[src/rtl/serial_pkg.sv]
// Shared definitions for the serial receiver/transmitter pair.
// Optional even-parity support is enabled by defining SERIAL_RX_PARITY_EN.
package serial_pkg;

  localparam int   DEFAULT_DATA_W = 8;
  localparam logic IDLE_LEVEL     = 1'b1;

  typedef enum logic [2:0] {
    IDLE,
    START,
    DATA,
`ifdef SERIAL_RX_PARITY_EN
    PARITY,
`endif
    STOP,
    RECOVER
  } rx_state_t;

endpackage

[src/rtl/serial_sync2.sv]
// Two-flop synchronizer for the asynchronous serial line; resets to the idle level.
module serial_sync2
  import serial_pkg::*;
(
  input  logic clk,
  input  logic rst,
  input  logic d,
  output logic q
);

  logic meta;

  // NOTE: sequential state is always written with non-blocking assignments so every
  // flop samples its inputs from before the edge, regardless of statement order.
  always_ff @(posedge clk) begin
    if (rst) begin
      meta <= IDLE_LEVEL;
      q    <= IDLE_LEVEL;
    end else begin
      meta <= d;
      q    <= meta;
    end
  end

endmodule

[src/rtl/serial_receiver.sv]
// Oversampling serial receiver: start, DATA_W bits LSB first, stop.
// Define SERIAL_RX_PARITY_EN to add an even-parity bit and the parity_err output.
module serial_receiver
  import serial_pkg::*;
#(
  parameter int CLKS_PER_BIT = 16,
  parameter int DATA_W       = DEFAULT_DATA_W
) (
  input  logic              clk,
  input  logic              rst,
  input  logic              serial_in,
  output logic [DATA_W-1:0] data_out,
  output logic              valid,
  output logic              busy,
  output logic              frame_err
`ifdef SERIAL_RX_PARITY_EN
  ,
  output logic              parity_err
`endif
);

  localparam int CNT_W = $clog2(CLKS_PER_BIT);
  localparam int BIT_W = $clog2(DATA_W + 1);

  localparam logic [CNT_W-1:0] HALF_END = CNT_W'(CLKS_PER_BIT / 2 - 1);
  localparam logic [CNT_W-1:0] BIT_END  = CNT_W'(CLKS_PER_BIT - 1);
  localparam logic [BIT_W-1:0] BIT_LAST = BIT_W'(DATA_W - 1);

  rx_state_t         state;
  logic              rx_s;
  logic [CNT_W-1:0]  cnt;
  logic [BIT_W-1:0]  bit_cnt;
  logic [DATA_W-1:0] shift_reg;
`ifdef SERIAL_RX_PARITY_EN
  logic              parity_bad;
`endif

  serial_sync2 u_sync (
    .clk (clk),
    .rst (rst),
    .d   (serial_in),
    .q   (rx_s)
  );

  always_ff @(posedge clk) begin
    if (rst) begin
      state      <= IDLE;
      cnt        <= '0;
      bit_cnt    <= '0;
      shift_reg  <= '0;
      data_out   <= '0;
      valid      <= 1'b0;
      busy       <= 1'b0;
      frame_err  <= 1'b0;
`ifdef SERIAL_RX_PARITY_EN
      parity_bad <= 1'b0;
      parity_err <= 1'b0;
`endif
    end else begin
      valid     <= 1'b0;
      frame_err <= 1'b0;
`ifdef SERIAL_RX_PARITY_EN
      parity_err <= 1'b0;
`endif
      case (state)
        IDLE: begin
          if (rx_s != IDLE_LEVEL) begin
            state   <= START;
            busy    <= 1'b1;
            cnt     <= '0;
            bit_cnt <= '0;
          end
        end

        // Re-check the line mid start bit so short glitches are dropped silently.
        START: begin
          if (cnt == HALF_END) begin
            cnt <= '0;
            if (rx_s == IDLE_LEVEL) begin
              state <= IDLE;
              busy  <= 1'b0;
            end else begin
              state <= DATA;
            end
          end else begin
            cnt <= cnt + CNT_W'(1);
          end
        end

        // Right-shifting DATA_W times lands the first (LSB) bit at position 0.
        DATA: begin
          if (cnt == BIT_END) begin
            cnt       <= '0;
            shift_reg <= {rx_s, shift_reg[DATA_W-1:1]};
            if (bit_cnt == BIT_LAST) begin
`ifdef SERIAL_RX_PARITY_EN
              state <= PARITY;
`else
              state <= STOP;
`endif
            end else begin
              bit_cnt <= bit_cnt + BIT_W'(1);
            end
          end else begin
            cnt <= cnt + CNT_W'(1);
          end
        end

`ifdef SERIAL_RX_PARITY_EN
        PARITY: begin
          if (cnt == BIT_END) begin
            cnt        <= '0;
            parity_bad <= (^shift_reg) ^ rx_s;
            state      <= STOP;
          end else begin
            cnt <= cnt + CNT_W'(1);
          end
        end
`endif

        STOP: begin
          if (cnt == BIT_END) begin
            cnt <= '0;
            if (rx_s == IDLE_LEVEL) begin
              state <= IDLE;
              busy  <= 1'b0;
`ifdef SERIAL_RX_PARITY_EN
              if (parity_bad) begin
                parity_err <= 1'b1;
              end else begin
                data_out <= shift_reg;
                valid    <= 1'b1;
              end
`else
              data_out <= shift_reg;
              valid    <= 1'b1;
`endif
            end else begin
              frame_err <= 1'b1;
              state     <= RECOVER;
            end
          end else begin
            cnt <= cnt + CNT_W'(1);
          end
        end

        // A line stuck low after a bad stop bit must not look like a new start.
        RECOVER: begin
          if (rx_s == IDLE_LEVEL) begin
            state <= IDLE;
            busy  <= 1'b0;
          end
        end

        default: begin
          state <= IDLE;
          busy  <= 1'b0;
        end
      endcase
    end
  end

endmodule
[config.mk]
export PLATFORM = sky130hd
export DESIGN_NAME = serial_receiver
export DESIGN_NICKNAME = d
export VERILOG_FILES = /design/src/rtl/serial_pkg.sv /design/src/rtl/serial_sync2.sv /design/src/rtl/serial_receiver.sv
export SDC_FILE = /design/constraint.sdc
export NUM_CORES = 1
export LEC_CHECK = 0
export ABC_CLOCK_PERIOD_IN_PS = 4700
export CORE_ASPECT_RATIO = 0.7
export CORE_UTILIZATION = 55
export CTS_BUF_LIST = sky130_fd_sc_hd__clkbuf_8
export DETAILED_ROUTE_END_ITERATION = 7
export GPL_TIMING_DRIVEN = 0
export HOLD_SLACK_MARGIN = 0.06
export MAX_ROUTING_LAYER = met4
export PLACE_DENSITY = 0.88
export SYNTH_ARGS = -nofsm -noshare
export SYNTH_HDL_FRONTEND = slang
export SYNTH_SLANG_ARGS = --single-unit
export TNS_END_PERCENT = 5
[constraint.sdc]
create_clock -name clk -period 4.7 [get_ports clk]
set_input_delay 0.94 -clock clk [delete_from_list [all_inputs] [get_ports clk]]
set_output_delay 0.94 -clock clk [all_outputs]
set_load 0.05 [all_outputs]
==> flow_summary.yaml <==
global_route:
  antenna_found_initial: 0
  first_global_vias: 1207
  grt_pass1_wl_mm: 5.51
  gr-total-overflow: 0
  track_usage_pct: 27.0
  grt_max_degree: 11
cts:
  cts_resized: 0
  cts_tree: "built"
  cts_buffer_depth: 2
  htreeDepth: 2
  clk_latency_ns: 0.29
  clk_pin_slew_ns: 0.06
  post-cts-setup-buffers: 0
  cts_hold_buf: 0
  cts.sinks: 32
  cts_root_buf: "clkbuf_8"
  numCtsBuffers: 5
placement:
  gp_congestion: 0.966
  io_buffers: 13
  dpl_cell_area_um2: 1590
  post-dp-hpwl_mm: 2.22
  pre_cts_ws_ns: 2.52
worst_setup_path:
  cp_data_required_time_ns: 3.76
  cp-start-kind: "register"
  end_kind: "output port"
  r2r-end: "data_out[3]"
  critPathMaxStageDelay_ns: 0.81
  worstSetupPathType: "register to output port"
  path_max_fanout: 2
  cp_cell_sequence: "clkdlybuf4s50_1"
  crit_path_top_delay_cell: "clkdlybuf4s50_1"
  r2r.worst_path.cells: 5
  reg2reg_setup_slack_ns: 2.81
  crit_family: "buffers and inverters"
  cp_num_cells: 1
  worstReg2RegStart: "cnt[0]"
  arrival_ns: 1.44
  critPathBufInv: 1
die:
  start_util_pct: 62.1
  ios: 14
  die_width_um: 62.6
  fp.coreArea_um2: 2280
  die_area_um2: 2780
  dieHeight_um: 44.4
  rows: 14
flow_run:
  drv_cap: 0
min_path:
  hp-start: "u_sync.meta"
  hold_path_depth: 1
  hold_path.class: "register to register"
  min_to: "u_sync.q"
routing:
  wl_per_cell_um: 14.9
  drtPass1Iterations: 4
  vias_per_cell: 5.82
  wl_mm: 3.14
  postRouteAntennaNets: 0
  drc_errors: 0
  num_vias: 1223
  initialDrtViolationCount: 87
final_layout:
  drive_gt1_share_pct: 11.8
  antennaDiodeCount: 0
  area_growth_pct: 17.5
  postLayoutCellArea_um2: 1660
  most-common-layout-cells: "dfxtp_1, nand2_1, nor2_1"
  fin_nets: 183
  num-fill-cells: 168
  final_common_cell: "dfxtp_1"
power:
  power_leakage_nw: 0.596
  finalPower_mw: 0.493
  ir_drop_v: 0.000236
  p_per_area_nw_per_um2: 297
timing:
  fmax_ghz: 0.421
  tightest_slew_ns: 0.693
  period_minus_slack_ns: 2.38
  setup_ws_ns: 2.32
  finalClockSkew_ns: 0.00572
  period_share_pct: 50.5
  hold_ws_ns: 0.414
  relSlewSlack_pct: 53.5
  timing.setup.tns_ns: 0
  finalHoldViolCount: 0
  grt_setup_unrepaired: "false"
  setup_viol: 0
  timing.final.max_slew_violations: 0
synthesis:
  avgSynthCellArea_um2: 8.96
  yosysWarnings: 0
  synth_seq_area_share_pct: 45.3
  syn_area_um2: 1420
  ys.flop_type: "dfxtp_1"
  ys_types: 38
  ys_seq_elements: 32
  syn-num-nets: 163
  async_reset_ff_share_pct: 0
  syn_inst: 158
  synth_edf_count: 0
outcome:
  status: "finished clean"
[Yosys cell counts, types with 2 or more instances]
cell	n	share of area (%)
or2_2	2	0.88
nand3_1	7	2.5
nor4_1	2	0.88
clkbuf_1	3	0.80
mux2_2	2	1.6
ha_1	2	1.8
buf_6	4	3.2
dfxtp_1	32	45
inv_1	3	0.80
nor3_1	3	1.1
nand4_1	2	0.88
a2111oi_0	2	1.2
mux2i_1	12	8.5
nor2_1	21	5.6
buf_2	3	1.1
a21oi_1	11	3.9
nand2_1	21	5.6
o21ai_0	5	1.8
and3_1	2	0.88
[power by group]
part	internal (mW)	switching, mW
Combinational	0.00957	0.0147
Sequential	0.274	0.00198
Clock	0.0982	0.0951
[layer usage]
| metal | track usage, % | wire, um |
|---|---|---|
| met4 | 10.2 | 58 |
| met1 | 32.2 | 1340 |
| met5 | - | 0 |
| met2 | 43.9 | 1490 |
| met3 | 7.99 | 251 |
[how the worst max path moves through the flow]
stage	start	to	slack, ns
floorplan	cnt[0]	data_out[4]	3.08
global route	busy	busy	2.29
global placement	rst	bit_cnt[3]	2.56
finish	data_out[6]	data_out[6]	2.32
CTS	data_out[6]	data_out[6]	2.32
detailed placement	rst	bit_cnt[3]	2.52
[layout make-up]
class	instances	area [um2]	share of cell area [%]
multi-input cells	112	681	40.9
flip-flops and latches	32	641	38.5
clock buffers	5	68.8	4.14
inverters	4	22.5	1.35
well taps	32	40.0	2.41
plain buffers	10	71.3	4.29
repair buffers	13	130	7.83
clock inverters	2	8.76	0.527
[cell families (layout without fill, tap and decap cells)]
| logic type | count (synthesis) | count (layout) | synth area share [%] |
|---|---|---|---|
| mux | 14 | 14 | 10.1 |
| flops | 32 | 32 | 45.3 |
| xor+xnor | 2 | 2 | 1.24 |
| compound gates | 25 | 25 | 11.0 |
| fa+ha+maj | 3 | 3 | 2.48 |
| buf+inv | 14 | 34 | 6.63 |
| simple gates | 68 | 68 | 23.3 |
[through the flow]
| stage | std cells | util (%) |
|---|---|---|
| global route | 210 | 73.0 |
| finish | 210 | 73.0 |
| global placement | 203 | 69.6 |
| detailed placement | 203 | 69.6 |
| floorplan | 158 | - |
| CTS | 210 | 73.0 |
Note: power is estimated with default switching activity, not from simulation.
